===== src/rtl/shifter_pipe.sv =====
// Pipelined barrel shifter. Stage k applies a shift of 2^k when Cnt bit k is set.
// The pipeline has a valid/ready handshake on both ends and full backpressure.
module shifter_pipe #(
    parameter int WIDTH = 16,
    parameter int LOG2W = 4
) (
    input  logic             clk,
    input  logic             rst,
    input  logic             in_valid,
    output logic             in_ready,
    input  logic [WIDTH-1:0] In,
    input  logic [LOG2W-1:0] Cnt,
    input  logic [2:0]       Op,
    output logic             out_valid,
    input  logic             out_ready,
    output logic [WIDTH-1:0] Out,
    output logic             out_zero
);

    localparam logic [2:0] OP_SRA = 3'b000;
    localparam logic [2:0] OP_SRL = 3'b001;
    localparam logic [2:0] OP_ROL = 3'b010;
    localparam logic [2:0] OP_SLL = 3'b011;
    localparam logic [2:0] OP_ROR = 3'b100;

    function automatic logic [WIDTH-1:0] shift_by(input logic [WIDTH-1:0] d,
                                                  input logic [2:0]       op,
                                                  input int               s);
        logic signed [WIDTH-1:0] sd;
        logic        [WIDTH-1:0] r;
        sd = d;
        case (op)
            OP_SRA:  r = sd >>> s;
            OP_SRL:  r = d >> s;
            OP_ROL:  r = (d << s) | (d >> (WIDTH - s));
            OP_SLL:  r = d << s;
            OP_ROR:  r = (d >> s) | (d << (WIDTH - s));
            default: r = d;
        endcase
        return r;
    endfunction

    logic [LOG2W-1:0] vld_p;
    logic [WIDTH-1:0] data_p [LOG2W];
    logic [LOG2W-1:0] cnt_p  [LOG2W];
    logic [2:0]       op_p   [LOG2W];

    logic [LOG2W-1:0] src_vld;
    logic [WIDTH-1:0] src_data [LOG2W];
    logic [LOG2W-1:0] src_cnt  [LOG2W];
    logic [2:0]       src_op   [LOG2W];
    logic [WIDTH-1:0] shf      [LOG2W];
    logic [LOG2W-1:0] adv;

    // Stage inputs: S0 is fed by the ports, every later stage by its predecessor.
    always_comb begin
        src_vld     = '0;
        src_vld[0]  = in_valid;
        src_data[0] = In;
        src_cnt[0]  = Cnt;
        src_op[0]   = Op;
        for (int k = 1; k < LOG2W; k++) begin
            src_vld[k]  = vld_p[k-1];
            src_data[k] = data_p[k-1];
            src_cnt[k]  = cnt_p[k-1];
            src_op[k]   = op_p[k-1];
        end
        for (int k = 0; k < LOG2W; k++) begin
            shf[k] = src_cnt[k][k] ? shift_by(src_data[k], src_op[k], 1 << k) : src_data[k];
        end
    end

    // A stage stalls only when it and every stage after it are full and the sink is not taking.
    // Unrolling the ripple chain this way keeps the stall logic free of self-referencing terms.
    always_comb begin : adv_chain
        logic full_tail;
        full_tail = 1'b1;
        adv       = '0;
        for (int k = LOG2W - 1; k >= 0; k--) begin
            full_tail = full_tail & vld_p[k];
            adv[k]    = out_ready | ~full_tail;
        end
    end

    // Stage registers: bubbles only clear valid, so Out keeps its last real value.
    always_ff @(posedge clk) begin
        if (rst) begin
            vld_p <= '0;
            for (int k = 0; k < LOG2W; k++) begin
                data_p[k] <= '0;
                cnt_p[k]  <= '0;
                op_p[k]   <= '0;
            end
        end else begin
            for (int k = 0; k < LOG2W; k++) begin
                if (adv[k]) begin
                    vld_p[k] <= src_vld[k];
                    if (src_vld[k]) begin
                        data_p[k] <= shf[k];
                        cnt_p[k]  <= src_cnt[k];
                        op_p[k]   <= src_op[k];
                    end
                end
            end
        end
    end

    assign in_ready  = adv[0];
    assign out_valid = vld_p[LOG2W-1];
    assign Out       = data_p[LOG2W-1];
    assign out_zero  = ~|data_p[LOG2W-1];

endmodule


===== config.mk =====
export PLATFORM = sky130hd
export DESIGN_NAME = shifter_pipe
export DESIGN_NICKNAME = d
export VERILOG_FILES = /design/src/rtl/shifter_pipe.sv
export SDC_FILE = /design/constraint.sdc
export NUM_CORES = 1
export LEC_CHECK = 0
export BUFFER_PORTS_ARGS = -buffer_cell sky130_fd_sc_hd__buf_2
export CAP_MARGIN = 40
export CORE_MARGIN = 2
export CORE_UTILIZATION = 30
export DETAILED_ROUTE_END_ITERATION = 7
export SLEW_MARGIN = 20
export SYNTH_ARGS = -nofsm -noshare
export SYNTH_HDL_FRONTEND = slang
export SYNTH_SLANG_ARGS = --single-unit

===== constraint.sdc =====
create_clock -name clk -period 1.5 [get_ports clk]
set_input_delay 0.075 -clock clk [delete_from_list [all_inputs] [get_ports clk]]
set_output_delay 0.075 -clock clk [all_outputs]
set_load 0.01 [all_outputs]

# == Word level (Yosys, flattened, before mapping) ==
# Memories as Yosys holds them, arrays and structs flattened.
# Index checks and enable logic that the tools add are counted.
# totals
reg_bits,4
latch_bits,0
mem_bits_rw,92
mem_bits_ro,0
out_inout_bits,19
word_cells,98
n_memories,3
# op_classes
n_addsub,0
multipliers,0
div_mod_pow,0
magnitude_cmp,0
n_eq_ne,16
shifts,0
muxes,38
bitwise_logic,30
n_reduce_logical,7
# memory_table
memory,depth,word_bits,rd,rd_clocked_by_memory_dff,wr,line_no,rtl
data_p,4,16,4,0,4,44,logic [WIDTH-1:0] data_p [LOG2W];
cnt_p,4,4,3,0,4,45,logic [LOG2W-1:0] cnt_p [LOG2W];
op_p,4,3,3,0,4,46,logic [2:0] op_p [LOG2W];
# op_table
operator,count
$pmux W16 S5,3
$mux W16,8
$pmux W16 S4,1
$eq A3 B2 Y1 const B,8
$mux W1,18
$mux W4,4
$or A1 B1 Y1,16
$or A12 B16 Y16,1
$or A14 B16 Y16,1
$or A15 B16 Y16,1
$or A16 B1 Y16,1
$or A16 B2 Y16,1
$or A16 B4 Y16,1
$or A8 B16 Y16,1
$reduce_or A16 Y1,1
$eq A3 B1 Y1 const B,4
$eq A3 B3 Y1 const B,4
$logic_not A3 Y1,4
$mux W3,4
$not A1 Y1,4
$and A1 B1 Y1,3
$reduce_or A2 Y1,1
$logic_not A1 Y1,1

# == Longest topological paths before layout ==
# Gate-level depths: netlist (run 1).
# depth
word_depth,9
mapped_depth,6
mapped_depth_nobuf,3

# == Worst setup path after synthesis (run 1) ==
# Ideal clock, no wire load.
# synth_path
path_kind,register -> register
from,register vld_p[3]
to,memory cnt_p[0][1] (enable)
setup_time_ns,0.378
t_arrival_ns,1.277
slack_ns,-0.155
path_stages_with_launch,4
path_buffers,0
period_less_slack_ns,1.655
cell_sequence,dfxtp_1 -> and4b_1 -> nand2_1 -> a21o_1
# synth_lines
item,line_no,rtl
from (decl),43,logic [LOG2W-1:0] vld_p;
"from (signal, indexed assignment)",97,vld_p[k] <= src_vld[k];
to (decl),45,

==> run summary, run 1 <==
The flow ran to the end, but the final reports show violations. Of all cell types, the one taking the most synthesized area is sky130_fd_sc_hd__edfxtp_1. The count of antenna-violating nets left after detailed routing is 0, and the number of buffers between clock root and the deepest sink is 2. The routability congestion estimate from global placement was 0.877. Cells with a size suffix above 1 make up 41.0% of the layout.

The number of nets in the layout came out at 502. The met2 global-route usage is 24.3%. The destination of the worst register-to-register timing path is data_p[3][14]$_SDFFCE_PN0P_. After the first detailed-routing iteration, the DRC count stood at 221. STA classifies the critical path startpoint as a flip-flop.

After synthesis, the share of flip-flops with an asynchronous set or reset is 0%. The worst setup path is captured at a flip-flop. The synthesized netlist devotes 31.5% of its cell area to compound gates. The layout has 1333 filler cells. The tools report the worst min-delay path startpoint as in_valid. The worst hold path belongs to the class input pin to flip-flop. The synthesized area divided by synthesized cell count is 11.6 sq um, and the clock net sink count is 83. The synthesized netlist devotes 0% of its cell area to XOR and XNOR gates. The startpoint identified for the worst register-to-register timing path is op_p[0][7]$_SDFFCE_PN0P_. By area, the combinational part of the netlist is dominated by compound AO/OA/AOI/OAI gates. Setup repair after global routing could not meet its margin everywhere. The number of antenna violations at the first check in global routing was 0; the site row count was 44.

TritonCTS built the clock tree. The number of hold buffers added after CTS was 0; the total vias in the final route was 3716. Summing every instance area after synthesis gives 4480 sq um. Max-cap violations in this run came to 0.

Counting every net in the synthesized netlist gives 415. The routed wire length per instance was 16.5 um. Yosys printed 0 warnings. The region available for standard cell placement spans 14600 sq um. The signal arrival time at the worst endpoint came out at 1770 ps. During placement, the flow inserted port buffers numbering 45. Setup violations remaining at the end of the flow were counted as 13. In this run the number of H-tree levels came out at 3.

After layout, the worst path uses 107% of the clock period. STA puts the critical path data required time at 1660 ps. For the effective utilization at floorplan, the log shows 30.7%. The logs give 17200 um for the global-route wire length before repair and 2.14 nW for the leakage dissipation. The worst slack on hold paths came out at 23.6 ps. In this run the tightest slew margin relative to its limit is 59.3%. IR analysis of the VDD net gives a maximum drop of 0.000647 V. Along the worst path, the maximum fanout reaches 8. The tools report the global routing usage on met1 as 14.4%. The post-place instance area was 5240 sq um; the post-synthesis sequential area ratio was 54.7%.

Share of the synthesized area in the top cell type: 52.9%. In this run the worst setup path terminates at data_p[3][14]$_SDFFCE_PN0P_. In this run, synthesis inferred 79 flip-flops with an integrated enable. During I/O placement, the number of pins put on the boundary was 46.

Summing the areas of all fa, ha and maj instances in the mapped netlist gives 0% of the synthesized area. The logs give 3591 for the number of global-route vias before repair and 23 for the pin count of the biggest net entering global routing. The tree is rooted in a sky130_fd_sc_hd__clkbuf_16.

On the final layout, the worst clock skew is 5.26 ps. The synthesized design contains 83 register bits. The number of CTS-inserted buffers came out at 9. The switching fraction of total power was 25.1%. For this design the total switching power over the nets is 1.47 mW. The most used flip-flop cell after synthesis is sky130_fd_sc_hd__edfxtp_1. The number of endpoints with negative hold slack in the final report was 0. The worst setup path category is flip-flop to flip-flop. The layout-stage area growth over the synthesis result is 35.7%.

Synthesized instance count: 388. The post-detailed-routing wire length is 11000 um. Measured against the total synthesized area, the mux share comes to 0.251%.

Final non-filler cell area: 6090 sq um. Power density relative to cell area: 959 nW/um^2. The total overflow left after global routing is 0.

After clock tree synthesis, the clock-pin slew on the worst setup and hold paths is 60 ps. The worst register-to-register path has a setup slack of -100 ps. met2 is the most crowded layer. The mean number of vias per cell was 5.60. Internal power comes to 4.37 mW. After synthesis, the netlist uses 46 different library cells. In the global route stage, met3 resource usage came out at 2.42%. The fraction of power consumed by the clock network was 36.8%; the remaining routing DRC violations was 0. The number of max-slew violations in the final report is 0, and the clock period minus final worst setup slack is 1600 ps.

0 antenna diodes ended up in the layout. The final reports fail on setup timing. Of the total synthesized cell area, the portion taken by AND, OR, NAND and NOR gates is 8.76%. The number of cells on the worst reg-to-reg path is 3.

In the global route stage, overall resource usage came out at 13.0%. The first detailed-routing pass ran for 4 iterations. The vertical die dimension works out to 126 um.

The floorplan step set the die width to 126 um. The most common cell after layout, fill and taps aside was sky130_fd_sc_hd__edfxtp_1. The logs give 2450 sq um for the area of all sequential standard cells and 15.1% for the combinational cell fraction of total power. Per report_power, the sequential group accounts for 48.2% of the total. For the clock latency on the worst-skew pair, the log shows 330 ps. The tools report the maximum clock rate as 625 MHz. Leaving out fill and tap cells, the most frequent cells in the layout are sky130_fd_sc_hd__edfxtp_1, sky130_fd_sc_hd__a21oi_1, sky130_fd_sc_hd__buf_2, sky130_fd_sc_hd__buf_4, sky130_fd_sc_hd__a211oi_2. Multi-input gate area in the final layout: 2160 sq um.

Yosys attributes the largest share of cell area to sky130_fd_sc_hd__edfxtp_1, sky130_fd_sc_hd__a211oi_1, sky130_fd_sc_hd__a32oi_1. For the HPWL after detailed placement, the log shows 7690 um. The final setup slack of the worst path came out at -101 ps. The critical path starts at op_p[0][7]$_SDFFCE_PN0P_.

At the pin with the least slew margin, the transition time is 608 ps. The die area was 15900 sq um.
[registers in the layout, summed over array words and instances, names as in the netlist]
| name | cells |
|---|---|
| data_p | 64 |
| vld_p | 4 |
| op_p | 9 |
| cnt_p | 6 |
[worst max-delay path, stage by stage (launching register included)]
cell and delay, ps:
sky130_fd_sc_hd__edfxtp_1 460, sky130_fd_sc_hd__or4b_1 500, sky130_fd_sc_hd__and3_4 250, sky130_fd_sc_hd__a211oi_2 230
[timing repair]
action,4_1_cts,5_1_grt
setup buffers,4,12
gates cloned,0,3
pin swaps,3,30
setup endpoints to repair,29,52
gates resized for setup,17,70
[synthesized netlist by cell type, types with 5 or more instances]
library cell and number:
sky130_fd_sc_hd__a211oi_1 42, sky130_fd_sc_hd__a211oi_2 8, sky130_fd_sc_hd__a21oi_1 57, sky130_fd_sc_hd__a32o_1 11
sky130_fd_sc_hd__a32oi_1 36, sky130_fd_sc_hd__and2_1 8, sky130_fd_sc_hd__buf_2 12, sky130_fd_sc_hd__clkbuf_1 19
sky130_fd_sc_hd__edfxtp_1 79, sky130_fd_sc_hd__inv_1 16, sky130_fd_sc_hd__nand3b_1 5, sky130_fd_sc_hd__nor2_1 14
sky130_fd_sc_hd__nor2b_1 6, sky130_fd_sc_hd__o21ai_0 9
[power groups by stage]
stage          Clock [mW]  Combinational, mW  Sequential [mW]
2_1_floorplan           0              0.435             2.82
3_3_place_gp            0              0.689             2.85
3_5_place_dp            0              0.706             2.85
4_1_cts              2.20              0.740             2.80
5_1_grt              2.33              0.951             2.83
6_report             2.15              0.880             2.81
[cell type report]
type	count	area share (%)
Inverter	16	1.05
Sequential cell	83	40.3
Tap cell	184	3.78
Multi-Input combinational cell	255	35.5
Timing Repair Buffer	110	14.5
Clock inverter	6	1.07
Clock buffer	10	3.76
[how the worst min path moves through the flow]
stage | end | slack, ps | cells past startpoint
3_3_place_gp | vld_p[0]$_SDFFE_PP0P_ | 350 | 3
3_5_place_dp | vld_p[0]$_SDFFE_PP0P_ | 350 | 3
4_1_cts | vld_p[0]$_SDFFE_PP0P_ | 10 | 3
2_1_floorplan | vld_p[0]$_SDFFE_PP0P_ | 230 | 2
6_report | vld_p[0]$_SDFFE_PP0P_ | 20 | 3
5_1_grt | vld_p[0]$_SDFFE_PP0P_ | 40 | 3
[metrics by stage]
| step | power, mW | setup WS, ps | instances | util (%) | setup TNS, ps |
|---|---|---|---|---|---|
| after CTS | 5.73 | -36.1 | 650 | 38.6 | -214 |
| after global placement | 3.54 | -147 | 629 | 35.9 | -3120 |
| after global routing | 6.10 | -126 | 664 | 41.7 | -1840 |
| after detailed placement | 3.56 | -222 | 630 | 35.9 | -2450 |
| after floorplan | 3.25 | -59.3 | 388 | - | -522 |
| final | 5.84 | -101 | 664 | 41.7 | -857 |
[logic make-up (layout without fill, tap and decap cells)]
logic type,after synthesis,count (layout)
buf+inv,50,142
mux,1,1
simple gates,63,63
compound gates,191,191
flops,83,83
[layer usage]
| layer | part of all wire, % | vias to the layer above |
|---|---|---|
| li1 | - | 1781 |
| met1 | 40 | 1792 |
| met2 | 54 | 123 |
| met3 | 3.9 | 20 |
| met4 | 2.2 | 0 |
| met5 | 0 | - |
Power figures use the tool's default switching activity.
==> run 2, diff against run 1 <==
==> constraint.sdc (replaced) <==
create_clock -name clk -period 1.6 [get_ports clk]
set_input_delay 0.08 -clock clk [delete_from_list [all_inputs] [get_ports clk]]
set_output_delay 0.08 -clock clk [all_outputs]
set_load 0.01 [all_outputs]
==> run 2 against run 1 <==
Against the previous run: the run now ends clean; die area is the same; clock power is essentially flat; first-iteration DRC count shrank 7.7%; routed wire length shrank 12%; setup slack gained 120 ps; sequential power shrank 6%; sequential share of layout area grew 4.4 points; clock skew grew 3.0 ps; non-clock buffer count shrank 29; final cell count shrank 4.4%; largest cell class unchanged; largest power group unchanged.
==> run summary, run 2 (synthesis results as in run 1) <==
Worst slack on hold paths: 30.5 ps (was 23.6 ps). Top flop regs: data_p x64, op_p x9, cnt_p x6 (unchanged). The slew at the pin closest to its max-slew limit was 532 ps (was 608 ps). The tools report the HPWL after detailed placement as 7370 um (was 7690 um). The worst hold path class is input pin to flip-flop (unchanged). The run gives 330 ps (about the same) as the clock latency on the worst-skew pair. The die extent in x was 126 um (unchanged); the clock transition at the registers of the reported paths was 60 ps (about the same).

For the multi-input gate area in the final layout, the log shows 1880 sq um (was 2160 sq um). Number of max-slew violations in the final report: 0 (unchanged). The port buffer count is 45 (unchanged). The worst setup path category is flip-flop to flip-flop (unchanged).

The number of hold buffers added after CTS came out at 0 (unchanged). The run gives 0 (unchanged) as the number of max-cap violations. The logs give 0 (unchanged) for the number of antenna diodes and 634 MHz (was 625 MHz) for the maximum clock rate.

The flip-flop count of the largest register, all copies and words added came out at 64 (unchanged). The destination of the worst register-to-register timing path was data_p[3][9]$_SDFFCE_PN0P_ (was data_p[3][14]$_SDFFCE_PN0P_). The tools report the nature of the critical path endpoint as a flip-flop (unchanged).

The area of all sequential standard cells is 2450 sq um (unchanged), and the final setup violation count is 0 (was 13). The tools report the number of antenna violations at the first check in global routing as 0 (unchanged). The clock skew after layout is 8.25 ps (was 5.26 ps). The vertical die dimension works out to 126 um (unchanged). Worst hold path stage count: 3 (unchanged). The pin count of the biggest net entering global routing is 23 (unchanged). The logs give 46 (unchanged) for the number of placed I/O pins and 20 ps (was -100 ps) for the register-to-register setup slack.

The final sum of negative setup slack was 0 ps (was -857 ps). End point of the critical path: data_p[3][9]$_SDFFCE_PN0P_ (was data_p[3][14]$_SDFFCE_PN0P_). The number of CTS-inserted buffers was 9 (unchanged); the clock period minus final worst setup slack was 1580 ps (was 1600 ps). The run gives 1389 (was 1333) as the count of filler cells inserted in the layout. The mean number of vias per cell is 5.63 (was 5.60).

The run gives 37.6% (was 41.7%) as the final design utilization. The register ranked first by flip-flop count was data_p (unchanged). The number of DRC violations after detailed-routing iteration 0 is 204 (was 221). The tools report the detailed-routing iteration count for the pre-antenna-repair pass as 4 (unchanged).

The run finished with clean final reports. The tools report the master cell of the clock root buffer as sky130_fd_sc_hd__clkbuf_16 (unchanged). The tools report the die area as 15900 sq um (unchanged).

The logs give 30.7% (unchanged) for the effective utilization at floorplan and 0 (unchanged) for the remaining routing DRC violations. The run gives 64.3% (was 59.3%) as the worst slew slack as a fraction of its limit. The routed wire length per instance was 15.2 um (was 16.5 um). The clock net sink count was 83 (unchanged); the power density relative to cell area was 983 nW/um^2 (was 959 nW/um^2). Routability congestion estimate from global placement: 0.870 (was 0.877).

Critical path startpoint category: a flip-flop (unchanged). The run gives 0.000561 V (was 0.000647 V) as the peak supply drop. Number of buffers between clock root and the deepest sink: 2 (unchanged). Setup repair after global routing could not meet its margin everywhere. The leakage dissipation came out at 1.92 nW (was 2.14 nW). The signal arrival time at the worst endpoint is 1730 ps (was 1770 ps), and the layout-stage area growth over the synthesis result is 22.5% (was 35.7%). TritonCTS built the clock tree. Most frequent cells in the layout: sky130_fd_sc_hd__edfxtp_1, sky130_fd_sc_hd__a21oi_1, sky130_fd_sc_hd__buf_2, sky130_fd_sc_hd__a211oi_1, sky130_fd_sc_hd__a32oi_1 (was sky130_fd_sc_hd__edfxtp_1, sky130_fd_sc_hd__a21oi_1, sky130_fd_sc_hd__buf_2, sky130_fd_sc_hd__buf_4, sky130_fd_sc_hd__a211oi_2).

The start of the worst register-to-register path is op_p[0][7]$_SDFFCE_PN0P_ (unchanged). The global-route wire length before repair is 16400 um (was 17200 um). The tools report the number of nets in the layout as 473 (was 502). The area of the core was 14600 sq um (unchanged); the required time reported for the critical path endpoint was 1750 ps (was 1660 ps).

The cell depth of the worst flop-to-flop path works out to 3 (unchanged). The post-detailed-routing wire length was 9670 um (was 11000 um). The logs give 44 (unchanged) for the site row count and 3511 (was 3591) for the number of global-route vias before repair. The beginning of the critical path is op_p[0][7]$_SDFFCE_PN0P_ (unchanged). The overflow left after global routing is 0 (unchanged), and the count of antenna-violating nets left after detailed routing is 0 (unchanged). The share of final-layout standard cells stronger than drive strength 1 was 27.3% (was 41.0%); the total vias in the final route was 3577 (was 3716). Number of endpoints with negative hold slack in the final report: 0 (unchanged). The most common cell after layout, fill and taps aside was sky130_fd_sc_hd__edfxtp_1 (unchanged).

The highest net fanout along the worst path was 8 (unchanged). The portion of the clock cycle consumed by the worst path in the final layout came out at 98.5% (was 107%). The level count of the clock H-tree is 3 (unchanged), and the global-route total usage across every layer is 12.2% (was 13.0%).
==> run 2: how the worst min path moves through the flow <==
stage / slack, ps / start / endpoint
finish: 30 / in_valid / vld_p[0]$_SDFFE_PP0P_
global route: 50 / in_valid / vld_p[0]$_SDFFE_PP0P_
global placement: 350 / in_valid / vld_p[0]$_SDFFE_PP0P_
floorplan: 230 / in_valid / vld_p[0]$_SDFFE_PP0P_
CTS: 20 / in_valid / vld_p[0]$_SDFFE_PP0P_
detailed placement: 360 / in_valid / vld_p[0]$_SDFFE_PP0P_
==> run 2: through the flow <==
| step | area [sq um] | setup slack [ps] | std cells | power (mW) |
|---|---|---|---|---|
| after global routing | 5490 | -29.1 | 635 | 5.62 |
| after floorplan | 4490 | 13.0 | 388 | 3.05 |
| final | 5490 | 23.4 | 635 | 5.40 |
| after global placement | 5070 | -48.1 | 613 | 3.25 |
| after CTS | 5410 | 11.8 | 629 | 5.43 |
| after detailed placement | 5070 | -111 | 613 | 3.28 |
==> run 2: layout make-up <==
type / instances / share of cell area, %
sequential: 83 / 44.7
inverter: 16 / 1.09
multi-input combinational: 255 / 34.2
tap: 184 / 4.19
clock inverter: 4 / 1.37
timing repair buffer: 81 / 10.2
clock buffer: 12 / 4.31
==> run 2: power by group <==
group / internal (mW) / switching (mW)
logic: 0.264 / 0.373
clock network: 1.37 / 0.763
registers: 2.52 / 0.108
total: 4.15 / 1.24
==> run 2: critical path, cell delays in order (launching register included) <==
cell and delay (ps):
sky130_fd_sc_hd__edfxtp_1 420, sky130_fd_sc_hd__or4b_4 530, sky130_fd_sc_hd__and3_4 250, sky130_fd_sc_hd__a211oi_2 220
==> run 2: per-layer routing <==
metal  GRT usage (%)  vias up  routed length (um)
met3            1.95       19                 393
met5               0        -                   0
li1                -     1729                   -
met1            13.4     1699                3970
met4            5.24        0                 146
met2            23.1      130                5150
==> run 2: timing repair <==
action | CTS | global route
endpoints found under the setup margin | 27 | 38
buffers inserted | 0 | 6
resized for setup | 6 | 9
==> run 3, diff against run 2 <==
==> constraint.sdc (replaced) <==
create_clock -name clk -period 1.6 [get_ports clk]
set_input_delay 0.08 -clock clk [delete_from_list [all_inputs] [get_ports clk]]
set_output_delay 0.08 -clock clk [all_outputs]
set_load 0.1 [all_outputs]
==> run 3 against run 2 <==
Against the previous run: global-route usage is 0.44 points higher; register-to-register slack hardly changed; clock skew is 2.1 ps lower; flip-flop and latch count stayed put; sequential power hardly changed; non-clock buffer count is 2 higher; critical path type unchanged; highest routed layer unchanged.
==> run summary, run 3 (synthesis results as in run 1) <==
Layout-stage area growth over the synthesis result: 22.9% (was 22.5%). The worst min-delay path startpoint is in_valid (unchanged). The number of CTS-inserted buffers was 9 (unchanged). Top flop regs: data_p x64, op_p x9, cnt_p x6 (unchanged). The destination of the worst register-to-register timing path was data_p[3][2]$_SDFFCE_PN0P_ (was data_p[3][9]$_SDFFCE_PN0P_). The dominant cell type by count on the critical path was sky130_fd_sc_hd__buf_4.

The tools report the signal arrival time at the worst endpoint as 1650 ps (was 1730 ps). The HPWL after detailed placement was 7650 um (was 7370 um); the count of buffering cells on the critical path with inverters included was 2 (was 0). The tools report the detailed-routing iteration count for the pre-antenna-repair pass as 5 (was 4). The global routing usage on met1 was 13.8% (was 13.4%); the worst setup slack before clock tree synthesis was -89.4 ps (was -111 ps). Share of final-layout standard cells stronger than drive strength 1: 30.5% (was 27.3%).

The global-route wire length before repair is 16500 um (was 16400 um), and the number of DRC violations after detailed-routing iteration 0 is 252 (was 204). The number of antenna diodes is 0 (unchanged), and the remaining routing DRC violations is 0 (unchanged). Highest net fanout along the worst path: 8 (unchanged).

The slowest stage cell on the critical path is sky130_fd_sc_hd__edfxtp_1 (was sky130_fd_sc_hd__or4b_4). The run gives 330 ps (about the same) as the clock latency on the worst-skew pair. The post-detailed-routing wire length is 10100 um (was 9670 um), and the routability congestion estimate from global placement is 0.889 (was 0.870). Destination of the worst hold path: vld_p[0]$_SDFFE_PP0P_ (unchanged). The flip-flop count of the largest register, all copies and words added is 64 (unchanged). The leakage dissipation was 1.89 nW (was 1.92 nW).

The clock net sink count came out at 83 (unchanged). The power spent charging and discharging nets is 1.42 mW (was 1.24 mW), and the site row count is 44 (unchanged). Final setup violation count: 0 (unchanged). The die area is 15900 sq um (unchanged), and the number of placed I/O pins is 46 (unchanged).

For the count of antenna-violating nets left after detailed routing, the log shows 0 (unchanged). The run gives 634 MHz (about the same) as the maximum clock rate. The clock period minus final worst setup slack is 1580 ps (about the same), and the sequential cell fraction of total power is 50.2% (was 48.7%). The slew at the pin closest to its max-slew limit was 589 ps (was 532 ps); the number of global-route vias before repair was 3409 (was 3511). The number of antenna violations at the first check in global routing is 0 (unchanged).

The fraction of power consumed by the clock network is 34.9% (was 39.5%). The power density relative to cell area is 949 nW/um^2 (was 983 nW/um^2). The largest delay contributor family on the critical path is compound AO/OA/AOI/OAI gates (was simple AND/OR/NAND/NOR gates). The cell depth of the worst flop-to-flop path is 5 (was 3).

Most frequent cells in the layout: sky130_fd_sc_hd__edfxtp_1, sky130_fd_sc_hd__a21oi_1, sky130_fd_sc_hd__buf_2, sky130_fd_sc_hd__a211oi_1, sky130_fd_sc_hd__a32oi_1 (unchanged). Series of cell instances along the critical path: buf_4 -> o21ai_2 -> a2111oi_4 -> buf_4 -> a32o_1 (was or4b_4 -> and3_4 -> a211oi_2). The run finished with clean final reports. The overflow left after global routing is 0 (unchanged), and the routed wire length per instance is 15.9 um (was 15.2 um). The worst hold path class was input pin to flip-flop (unchanged). The stage delay of the slowest cell on the critical path works out to 410 ps (was 530 ps).

The required time reported for the critical path endpoint is 1670 ps (was 1750 ps). The number of endpoints with negative hold slack in the final report was 0 (unchanged); the peak supply drop was 0.000487 V (was 0.000561 V). Vertical die dimension: 126 um (unchanged). Start of the worst register-to-register path: op_p[0][7]$_SDFFCE_PN0P_ (unchanged). The nature of the critical path endpoint was a flip-flop (unchanged).

The global-route total usage across every layer was 12.7% (was 12.2%); the internal power summed over all cells was 3.82 mW (was 4.15 mW). The mean number of vias per cell works out to 5.54 (was 5.63). Setup repair after global routing could not meet its margin everywhere.

The run gives 0 (unchanged) as the number of hold buffers added after CTS. The most common cell after layout, fill and taps aside is sky130_fd_sc_hd__edfxtp_1 (unchanged). The run gives 0 (unchanged) as the number of max-cap violations. Register-to-register setup slack: 20 ps (about the same).

Worst hold path stage count: 3 (unchanged). The tools report the master cell of the clock root buffer as sky130_fd_sc_hd__clkbuf_16 (unchanged). The logs give 2.80% (was 1.95%) for the met3 usage in global routing and 60.5% (was 64.3%) for the worst slew slack as a fraction of its limit.

For the number of nets in the layout, the log shows 475 (was 473). The tools report the final sum of negative setup slack as 0 ps (unchanged). For the final setup slack of the worst path, the log shows 23.3 ps (was 23.4 ps). The run gives 3531 (was 3577) as the total vias in the final route. The switching fraction of total power was 27.1% (was 23.1%); the number of buffers between clock root and the deepest sink was 2 (unchanged). The port buffer count is 45 (unchanged), and the combinational cell fraction of total power is 14.8% (was 11.8%). The run gives 23 (unchanged) as the pin count of the biggest net entering global routing. The run gives 614 (was 613) as the number of cells after detailed placement. For the count of filler cells inserted in the layout, the log shows 1401 (was 1389).

Worst setup path category: flip-flop to flip-flop (unchanged). For the clock skew after layout, the log shows 6.11 ps (was 8.25 ps). The critical path startpoint category is a flip-flop (unchanged). The area of the core was 14600 sq um (unchanged). The clock transition at the registers of the reported paths was 60 ps (about the same). The run gives 30.7% (unchanged) as the effective utilization at floorplan. The number of standard cells in the final layout excluding fillers was 637 (was 635); the met2 global-route usage was 23.4% (was 23.1%). TritonCTS built the clock tree. The register ranked first by flip-flop count was data_p (unchanged).

The die extent in x works out to 126 um (unchanged). The portion of the clock cycle consumed by the worst path in the final layout was 98.5% (about the same); the level count of the clock H-tree was 3 (unchanged). The layer with the highest usage is met2 (unchanged). For the number of max-slew violations in the final report, the log shows 0 (unchanged).
==> run 3: cell types whose count changed in the layout (fill, tap and decap cells not counted), moves of 2 or more <==
cell,before,now
sky130_fd_sc_hd__buf_4,28,35
sky130_fd_sc_hd__a211oi_1,39,37
sky130_fd_sc_hd__buf_2,46,43
sky130_fd_sc_hd__clkinv_4,0,2
sky130_fd_sc_hd__clkinv_1,0,2
sky130_fd_sc_hd__bufinv_16,2,0
sky130_fd_sc_hd__nor4_1,3,1
sky130_fd_sc_hd__a211oi_2,11,13
sky130_fd_sc_hd__buf_12,5,3
sky130_fd_sc_hd__nor4_2,1,3
sky130_fd_sc_hd__clkbuf_1,3,0
sky130_fd_sc_hd__a21o_1,3,1
==> run 3: worst max-delay path by stage <==
stage / from / to / slack (ps) / depth (start not counted)
detailed placement: op_p[0][5]$_SDFFCE_PN0P_ / data_p[2][5]$_SDFFCE_PN0P_ / -90 / 3
global route: data_p[3][10]$_SDFFCE_PN0P_ / out_zero / -50 / 3
global placement: op_p[0][5]$_SDFFCE_PN0P_ / data_p[2][7]$_SDFFCE_PN0P_ / -60 / 3
finish: op_p[0][7]$_SDFFCE_PN0P_ / data_p[3][2]$_SDFFCE_PN0P_ / 20 / 5
CTS: data_p[3][15]$_SDFFCE_PN0P_ / out_zero / -30 / 3
floorplan: data_p[3][13]$_SDFFCE_PN0P_ / out_zero / -90 / 2
==> run 3: repair_timing <==
| action | 4_1_cts | 5_1_grt |
|---|---|---|
| endpoints found under the setup margin | 78 | 32 |
| resized for setup | 9 | 16 |
| buffers inserted | 0 | 7 |
| pin swaps | 2 | 1 |
==> run 3: layout make-up <==
cell class | instances | area [sq um] | share of cell area (%)
Inverter | 16 | 63.8 | 1.16
Sequential cell | 83 | 2460 | 44.6
Clock inverter | 7 | 45.0 | 0.817
Clock buffer | 9 | 225 | 4.09
Multi-Input combinational cell | 255 | 1940 | 35.1
Tap cell | 184 | 230 | 4.18
Timing Repair Buffer | 83 | 557 | 10.1
==> run 3: stage by stage <==
stage	utilization (%)	power, mW	cell area [sq um]	hold WS [ps]
global placement	34.9	3.38	5090	368
CTS	36.9	5.25	5390	32.0
floorplan	-	3.18	4520	231
detailed placement	34.9	3.41	5090	384
finish	37.8	5.23	5510	44.6
global route	37.8	5.47	5510	37.0
==> run 3: power by group through the flow <==
stage / Combinational (mW) / Clock (mW) / Sequential [mW]
floorplan: 0.407 / 0 / 2.78
global placement: 0.709 / 0 / 2.67
detailed placement: 0.730 / 0 / 2.68
CTS: 0.738 / 1.88 / 2.63
global route: 0.843 / 1.99 / 2.64
finish: 0.776 / 1.83 / 2.63
==> run 3: worst min-delay path, cell delays in order <==
cell and delay [ps]:
sky130_fd_sc_hd__buf_2 110, sky130_fd_sc_hd__inv_1 70, sky130_fd_sc_hd__a21oi_1 60
==> run 3: routing by layer <==
metal,wire (um),up-vias
li1,-,1726
met1,4130,1693
met2,5460,98
met3,358,14
met4,163,0
met5,0,-
